--- src/rtl/loader_pkg.sv ---
`default_nettype none
// ============================================================================
//  Module   : loader_pkg
//  Brief    : Shared states and constants for the UART instruction-memory loader.
//  Revision : 1.0
// ============================================================================
package loader_pkg;

  typedef enum logic [2:0] {
    IDLE  = 3'd0,
    COUNT = 3'd1,
    DATA  = 3'd2,
    CHECK = 3'd3,
    DONE  = 3'd4,
    ERR   = 3'd5
  } state_e;

  localparam logic [7:0]  SYNC_BYTE = 8'hA5;
  localparam logic [31:0] NOP_INSN  = 32'h0000_0013;

endpackage
`default_nettype wire

--- src/rtl/loader_word_pack.sv ---
`default_nettype none
// ============================================================================
//  Module   : loader_word_pack
//  Brief    : Packs a byte stream LSB-first into 32-bit words.
//  Revision : 1.0
// ============================================================================
module loader_word_pack (
  input  logic        clk_i,
  input  logic        rst_n_i,
  input  logic        byte_valid_i,
  input  logic        clear_i,
  input  logic [7:0]  byte_i,
  output logic [31:0] word_o,
  output logic        word_ready_o
);

  logic [31:0] word_q, word_d;
  logic [1:0]  idx_q, idx_d;

  always_comb begin
    word_d = word_q;
    idx_d  = idx_q;
    if (clear_i) begin
      word_d = '0;
      idx_d  = '0;
    end else if (byte_valid_i) begin
      word_d[8*idx_q +: 8] = byte_i;
      idx_d                = idx_q + 2'd1;
    end
  end

  // The completed word includes the byte arriving this cycle.
  assign word_o       = word_d;
  assign word_ready_o = byte_valid_i && !clear_i && (idx_q == 2'd3);

  always_ff @(posedge clk_i) begin
    if (!rst_n_i) begin
      word_q <= '0;
      idx_q  <= '0;
    end else begin
      word_q <= word_d;
      idx_q  <= idx_d;
    end
  end

endmodule
`default_nettype wire

--- src/rtl/uart_imem_loader.sv ---
`default_nettype none
// ============================================================================
//  Module   : uart_imem_loader
//  Brief    : Frames UART bytes into words and writes them to instruction memory.
//             Optional inter-byte timeout enabled by macro LOADER_TIMEOUT_EN.
//  Revision : 1.0
// ============================================================================
module uart_imem_loader
  import loader_pkg::*;
#(
  parameter int MEM_WORDS      = 20,
  parameter int TIMEOUT_CYCLES = 1_000_000
) (
  input  logic        CLK,
  input  logic        RST_N,
  input  logic        rx_valid,
  input  logic [7:0]  rx_data,
  output logic        WE,
  output logic [31:0] A,
  output logic [31:0] WD,
  output logic        core_hold,
  output logic        busy,
  output logic        done,
  output logic        err
);

  localparam int         IDX_W = (MEM_WORDS > 1) ? $clog2(MEM_WORDS) : 1;
  localparam logic [7:0] MAX_N = 8'(MEM_WORDS);

  state_e           state_q, state_d;
  logic [7:0]       count_q, count_d;
  logic [IDX_W-1:0] widx_q, widx_d;
  logic [7:0]       csum_q, csum_d;
  logic             we_q, we_d;
  logic [31:0]      a_q, a_d;
  logic [31:0]      wd_q, wd_d;
  logic             hold_q, hold_d;
  logic             done_q, done_d;
  logic             err_q, err_d;

  logic             in_frame;
  logic             timeout;
  logic             pack_valid;
  logic             pack_clear;
  logic             word_ready;
  logic [31:0]      pack_word;
  logic             last_word;

  assign in_frame   = (state_q == COUNT) || (state_q == DATA) || (state_q == CHECK);
  assign pack_valid = rx_valid && (state_q == DATA);
  assign last_word  = (8'(widx_q) == (count_q - 8'd1));

  loader_word_pack u_pack (
    .clk_i        (CLK),
    .rst_n_i      (RST_N),
    .byte_valid_i (pack_valid),
    .clear_i      (pack_clear),
    .byte_i       (rx_data),
    .word_o       (pack_word),
    .word_ready_o (word_ready)
  );

`ifdef LOADER_TIMEOUT_EN
  logic [31:0] tmo_q, tmo_d;

  // Reloads on every accepted byte; only advances while a frame is open.
  always_comb begin
    tmo_d = '0;
    if (in_frame && !rx_valid) begin
      tmo_d = tmo_q + 32'd1;
    end
  end

  assign timeout = in_frame && !rx_valid && (tmo_q == 32'(TIMEOUT_CYCLES - 1));

  always_ff @(posedge CLK) begin
    if (!RST_N) begin
      tmo_q <= '0;
    end else begin
      tmo_q <= tmo_d;
    end
  end
`else
  logic unused_timeout_cfg;
  assign unused_timeout_cfg = (TIMEOUT_CYCLES == 0);
  assign timeout            = 1'b0;
`endif

  always_comb begin
    state_d    = state_q;
    count_d    = count_q;
    widx_d     = widx_q;
    csum_d     = csum_q;
    we_d       = 1'b0;
    a_d        = a_q;
    wd_d       = wd_q;
    hold_d     = hold_q;
    done_d     = done_q;
    err_d      = err_q;
    pack_clear = 1'b0;

    unique case (state_q)
      IDLE: begin
        if (rx_valid && (rx_data == SYNC_BYTE)) begin
          state_d = COUNT;
          done_d  = 1'b0;
          err_d   = 1'b0;
          hold_d  = 1'b1;
        end
      end
      COUNT: begin
        if (timeout) begin
          state_d = ERR;
        end else if (rx_valid) begin
          if ((rx_data != 8'd0) && (rx_data <= MAX_N)) begin
            count_d    = rx_data;
            widx_d     = '0;
            csum_d     = '0;
            pack_clear = 1'b1;
            state_d    = DATA;
          end else begin
            state_d = ERR;
          end
        end
      end
      DATA: begin
        if (timeout) begin
          state_d = ERR;
        end else if (rx_valid) begin
          csum_d = csum_q ^ rx_data;
          if (word_ready) begin
            we_d = 1'b1;
            a_d  = 32'(widx_q) << 2;
            wd_d = pack_word;
            if (last_word) begin
              state_d = CHECK;
            end else begin
              widx_d = widx_q + IDX_W'(1);
            end
          end
        end
      end
      CHECK: begin
        if (timeout) begin
          state_d = ERR;
        end else if (rx_valid) begin
          state_d = (rx_data == csum_q) ? DONE : ERR;
        end
      end
      DONE:    state_d = IDLE;
      ERR:     state_d = IDLE;
      default: state_d = IDLE;
    endcase

    // DONE and ERR each last one cycle, so these fire only on entry.
    if (state_d == DONE) begin
      done_d = 1'b1;
      hold_d = 1'b0;
    end
    if (state_d == ERR) begin
      err_d = 1'b1;
    end
  end

  always_ff @(posedge CLK) begin
    if (!RST_N) begin
      state_q <= IDLE;
      count_q <= '0;
      widx_q  <= '0;
      csum_q  <= '0;
      we_q    <= 1'b0;
      a_q     <= '0;
      wd_q    <= '0;
      hold_q  <= 1'b1;
      done_q  <= 1'b0;
      err_q   <= 1'b0;
    end else begin
      state_q <= state_d;
      count_q <= count_d;
      widx_q  <= widx_d;
      csum_q  <= csum_d;
      we_q    <= we_d;
      a_q     <= a_d;
      wd_q    <= wd_d;
      hold_q  <= hold_d;
      done_q  <= done_d;
      err_q   <= err_d;
    end
  end

  assign WE        = we_q;
  assign A         = a_q;
  assign WD        = wd_q;
  assign core_hold = hold_q;
  assign busy      = in_frame;
  assign done      = done_q;
  assign err       = err_q;

endmodule
`default_nettype wire

--- config.mk ---
export PLATFORM = sky130hd
export DESIGN_NAME = uart_imem_loader
export DESIGN_NICKNAME = d
export VERILOG_FILES = /design/src/rtl/loader_pkg.sv /design/src/rtl/loader_word_pack.sv /design/src/rtl/uart_imem_loader.sv
export SDC_FILE = /design/constraint.sdc
export NUM_CORES = 1
export LEC_CHECK = 0
export CAP_MARGIN = 5
export CORE_ASPECT_RATIO = 1.1
export CORE_MARGIN = 1.5
export CORE_UTILIZATION = 51
export DETAILED_ROUTE_END_ITERATION = 8
export PLACE_DENSITY_LB_ADDON = 0.3
export SLEW_MARGIN = 20
export SYNTH_ARGS = -nofsm -noshare
export SYNTH_HDL_FRONTEND = slang
export SYNTH_SLANG_ARGS = --single-unit
--- constraint.sdc ---
create_clock -name CLK -period 2.6 [get_ports CLK]
set_input_delay 0.52 -clock CLK [delete_from_list [all_inputs] [get_ports CLK]]
set_output_delay 0.52 -clock CLK [all_outputs]
set_load 0.02 [all_outputs]
After elaboration in Yosys (flattened, before gate mapping) --
Cells that the tools add are included.
Word-level totals: bits in registers 99, bits of input ports 11, output and inout port bits 69, logic and storage cells 91
Cells by class: add/subtract/negate cells 4, $lt $le $gt $ge 1, equality and inequality tests 14, shift-type cells 2, muxes and demuxes 33, bitwise gates (word level) 2, reductions and logical operators 23
Operators with widths (number):
- $mux W32 | 2
- $neg A5 Y34 | 1
- $shift A8 B34 Y32 const A | 1
- $shiftx A8 B34 Y32 | 1
- $bwmux W32 | 1
- $mux W5 | 5
- $mux W8 | 3
- $mux W3 | 7
- $pmux W8 S2 | 1
- $mux W1 | 12
- $pmux W3 S4 | 1
- $pmux W5 S2 | 1
- $reduce_bool A2 Y1 | 5
- $reduce_and A3 Y1 | 3
- $eq A5 B8 Y1 | 1
- $eq A8 B8 Y1 | 1
- $eq A8 B8 Y1 const B | 1
- $le A8 B5 Y1 const B | 1
- $reduce_bool A8 Y1 | 1
- $sub A8 B1 Y8 const B | 1
- $xor A8 B8 Y8 | 1
- $eq A3 B2 Y1 const B | 2
- $eq A3 B3 Y1 const B | 2
- $ne A2 B2 Y1 const B | 3
- 14 further kinds | 21

Logic depth before layout (Yosys ltp) --
depth after elaboration 14, depth in mapped cells 8, gate-level depth less buffers 8

Cells and area by module --
A second synthesis with hierarchy kept.
Unflattened totals: cell total of the unflattened synthesis 549, area, all modules 4653.2 sq um
By module, submodules not included:
- uart_imem_loader | times used 1, cells an instance 364, area an instance 3088.0 sq um, seq. area each 1301.2 sq um
- loader_word_pack | times used 1, cells an instance 185, area an instance 1565.3 sq um, seq. area each 680.7 sq um

Worst setup path after synthesis --
No wires, ideal clock.
path type input to register, start in rx_data[7], end reg u_pack.word_q[10], library setup time 117 ps, arrival time 2022 ps, required time 2483 ps, setup slack 461 ps, cell stages on the path 8, buffers on the path 3, path through buf_4 -> nor4_4 -> o31ai_4 -> nor4_4 -> nand2b_1 -> buf_6 -> buf_6 -> nor2_1
On the way: longest elaborated chain between the ends 6, elaborated cells on any way between the ends 10, those cells by class order compare: 1; shift: 1; mux: 6; reduce/logical: 2
RTL lines:
- start, declared | RTL line uart_imem_loader.sv:17 | input logic [7:0] rx_data,
- $le A8 B5 Y1 or $reduce_bool A8 Y1 (tied branches) | RTL line uart_imem_loader.sv:115 | if ((rx_data != 8'd0) && (rx_data <= MAX_N)) begin
- $logic_and A1 B1 Y1 | RTL line uart_imem_loader.sv:115
- $mux W1 | RTL line uart_imem_loader.sv:115
- $mux W1 | RTL line uart_imem_loader.sv:114 | end else if (rx_valid) begin
- $mux W1 | RTL line uart_imem_loader.sv:102 | unique case (state_q)
- $mux W32 * | RTL line loader_word_pack.sv:23 | if (clear_i) begin
- end signal, assigned | RTL line loader_word_pack.sv:41 | word_q <= word_d;
- end, declared | RTL line loader_word_pack.sv:17 | logic [31:0] word_q, word_d;
Every way passes the cells marked *; elsewhere a longest branch is shown, timed or not. A chain may end at the register's enable or synchronous reset.

Final worst setup path --
start reg count_q[1], end reg done_q (netlist: done)
On the way: longest elaborated chain between the ends 9, elaborated cells on any way between the ends 11, those cells by class add/sub: 1; eq/ne: 2; mux: 5; reduce/logical: 3
RTL lines:
- start, declared | RTL line uart_imem_loader.sv:31 | logic [7:0] count_q, count_d;
- start signal, assigned | RTL line uart_imem_loader.sv:179 | count_q <= count_d;
- $sub A8 B1 Y8 * | RTL line uart_imem_loader.sv:51 | assign last_word = (8'(widx_q) == (count_q - 8'd1));
- $eq A5 B8 Y1 * | RTL line uart_imem_loader.sv:51
- $mux W3 * | RTL line uart_imem_loader.sv:135 | if (last_word) begin
- $mux W3 * | RTL line uart_imem_loader.sv:131 | if (word_ready) begin
- $mux W3 * | RTL line uart_imem_loader.sv:129 | end else if (rx_valid) begin
- $pmux W3 S4 * | RTL line uart_imem_loader.sv:102
- $eq A3 B3 Y1 * | RTL line uart_imem_loader.sv:156 | if (state_d == DONE) begin
- $reduce_bool A2 Y1 (no line)
- $reduce_and A2 Y1 (no line)
- end signal, assigned | RTL line uart_imem_loader.sv:186 | done_q <= done_d;
- end, declared | RTL line uart_imem_loader.sv:38 | logic done_q, done_d;
Marked as above.

==> results.cfg <==
[outcome]
outcome = complete, no violations

[setup_path]
required_ns = 2.86
cp-endpoint = done
r2r-start = count_q[1]
crit_arrival_ns = 2.54
r2r_end = done
ff2ff_path_depth = 9
ff2ff_setup_slack_ns = 0.32
crit_fanout = 6
crit_path_start_kind = flop
cp-end-kind = flop
worstSetupStartpoint = count_q[1]
crit_type = flop to flop

[floorplanning]
row_count = 34
die_h_um = 96.8
num_io_pins = 80
core_mm2 = 0.00783
initial_utilization = 0.521
die_area_mm2 = 0.00854
die_w_um = 88.3

[timing]
fmax_ghz = 0.438
period_share = 0.878
finClkSkew_ns = 0.0114
worst_slack_ns = 0.317
slew_headroom = 0.667
fin_hold_ws_ns = 0.462
finalHoldViolations = 0
fin_crit_ns = 2.28
worstMarginPinSlew_ns = 0.496
fin_setup_tns_ns = 0
setup_viol = 0
finalMaxSlewViolations = 0
rsz0062_at_grt = no

[placed_design]
dpl_worst_slack_ns = -0.0244
io_buffers = 52
dp.cells = 623
gp_congestion = 0.794
place_area_mm2 = 0.00468
hpwl_mm = 6.13

[detailed_routing]
via_count = 3367
ant_nets = 0
drcViolationCount = 0
wl_per_cell_um = 13.5
drtIter0Drc = 162
wl_mm = 8.61
viasPerCell = 5.27
first_pass_iters = 4

[finish]
fillers = 719
antenna_cells = 0
final_core_util = 0.622
stdcell_count = 639
seq_area_mm2 = 0.00182
multiInputGateArea_mm2 = 0.00198
layout.nets = 544
area.growth.synth_to_final_pct = 19.3
drive_gt1_frac = 0.0942
fin_area_mm2 = 0.00487

[pwr]
netSwitchingPower_mw = 0.577
p_seq_frac = 0.577
ir_worst_vdd_v = 0.000322
p_comb_frac = 0.056
power_density_mw_per_mm2 = 496
p_int_mw = 1.83
sw_frac_of_total = 0.239
p_leak_nw = 1.74
power_frac_clock = 0.367
power.total_mw = 2.41

[global_route]
use_met2 = 0.325
top_usage_layer = met2
grt_pass1_wl_mm = 13.8
grt.met3_usage = 0.0333
grt_pass1_vias = 2950
grt_use_total = 0.206
grt_antenna_before_repair = 0
grt_overflow_total = 0
grt_util_met1 = 0.276
grt_start_max_net_pins = 35

[clocking]
cts_root_buf = clkbuf_8
cts_made_buffers = 9
clk_pin_slew_worst_paths_ns = 0.09
cts_sinks = 91
cts_tree = built
clock_latency_ns = 0.36
cts_buffer_depth = 2
cts_max_level = 3

[synthesis]
syn_area_per_cell_um2 = 8.71
yosysWarnings = 0
synth-seq-cells = 91
synth_top_flop_cell = dfxtp_1
syn-cell-area_mm2 = 0.00408
yosysSeqAreaShare = 0.447
synth_edf_count = 0
synth-async-reset-ratio = 0
synth_cell_types = 46
synth_cells = 468

[hold_path]
hp-class = flop to flop

[flow_run]
drv_cap = 0
cells by family (layout without fill, tap and decap cells):
kind of cell             after synthesis  after routing  share of synthesized area
AND/OR/NAND/NOR                      180            180                      0.224
AO/OA/AOI/OAI                        102            102                      0.160
XOR/XNOR                              14             14                     0.0301
other                                  1             27                   0.000920
flip-flops                            91             91                      0.447
adder cells (fa/ha/maj)                7              7                     0.0215
multiplexers                           9              9                     0.0221
buffers and inverters                 64            101                     0.0942
power groups by stage:
stage	logic, mW	clock network (mW)	registers (mW)
2_1_floorplan	0.124	0	1.43
3_3_place_gp	0.134	0	1.43
3_5_place_dp	0.134	0	1.43
4_1_cts	0.135	0.902	1.39
5_1_grt	0.145	0.953	1.39
6_report	0.135	0.884	1.39
state kept, by name, summed over array words and instances (netlist names):
name	flops
count_q	8
state_q	3
csum_q	8
done	1
u_pack.word_q	24
A	5
WD	32
WE	1
u_pack.idx_q	2
err	1
widx_q	5
core_hold	1
per-layer routing:
| layer | wire, um | share of wire |
|---|---|---|
| met5 | 0 | 0 |
| met4 | 157 | 0.018 |
| met3 | 447 | 0.052 |
| met1 | 3870 | 0.45 |
| met2 | 4130 | 0.48 |
timing repair:
action | 4_1_cts | 5_1_grt
setup endpoints to repair | 0 | 1
resized for setup | 0 | 1
hold buffers | 0 | 0
buffers inserted | 0 | 0
worst max-delay path, stage by stage, from the launching register on:
cell and delay, ns:
dfxtp_1 0.40, inv_1 0.06, ha_1 0.25, nor2b_1 0.15
or3_1 0.34, a31o_2 0.27, nor4_2 0.26, buf_4 0.16
a21oi_1 0.06, a22o_1 0.23
Yosys cell counts, types with 5 or more instances:
master     n  area, um2
buf_4     28        210
nor2_1    67        251
buf_2      7       35.0
mux2i_1    9       90.1
clkbuf_1  15       56.3
and2_1     5       31.3
nand2_1   38        143
or3_1     11       68.8
ha_1       7       87.6
a21oi_1   53        265
inv_1      7       26.3
and3_1    24        150
xnor2_1   14        123
a211oi_1  24        180
o21ai_0    6       30.0
a311oi_1   8       70.1
nand3_1    5       25.0
dfxtp_1   91       1820
layout make-up:
cell class / count / area share
clock buffers: 13 / 0.0327
repair buffers: 77 / 0.148
clock inverters: 3 / 0.00463
inverters: 8 / 0.00617
multi-input cells: 339 / 0.406
flip-flops and latches: 91 / 0.374
well taps: 108 / 0.0278
worst min-delay path by stage:
stage          startpoint          to  slack, ns  cells past startpoint
2_1_floorplan  count_q[7]  count_q[7]       0.43                      1
3_5_place_dp       WD[27]      WD[27]       0.45                      2
6_report           WD[24]      WD[24]       0.46                      2
5_1_grt            WD[27]      WD[27]       0.48                      2
4_1_cts            WD[27]      WD[27]       0.46                      2
3_3_place_gp       WD[27]      WD[27]       0.45                      2
placed cells by master, fill, tap and decap left out, types with 3 or more instances in the layout:
| master | Yosys | routed |
|---|---|---|
| conb_1 | 1 | 27 |
| nor2_1 | 67 | 67 |
| or3_1 | 11 | 11 |
| and3_1 | 24 | 24 |
| nor4_4 | 3 | 3 |
| and2_0 | 3 | 3 |
| nor2b_1 | 3 | 3 |
| a311oi_1 | 8 | 8 |
| clkbuf_8 | 0 | 11 |
| nand2_1 | 38 | 38 |
| mux2i_1 | 9 | 9 |
| a211oi_1 | 24 | 24 |
| a21oi_1 | 53 | 53 |
| and2_1 | 5 | 4 |
| nand3_1 | 5 | 5 |
| inv_1 | 7 | 7 |
| nor3_1 | 4 | 4 |
| dfxtp_1 | 91 | 91 |
| clkdlybuf4s50_1 | 0 | 52 |
| ha_1 | 7 | 7 |
| xnor2_1 | 14 | 14 |
| nor3b_1 | 3 | 3 |
| o21ai_0 | 6 | 6 |
| nand2b_1 | 4 | 4 |
| buf_4 | 28 | 24 |
(Power assumes the default switching activity.)
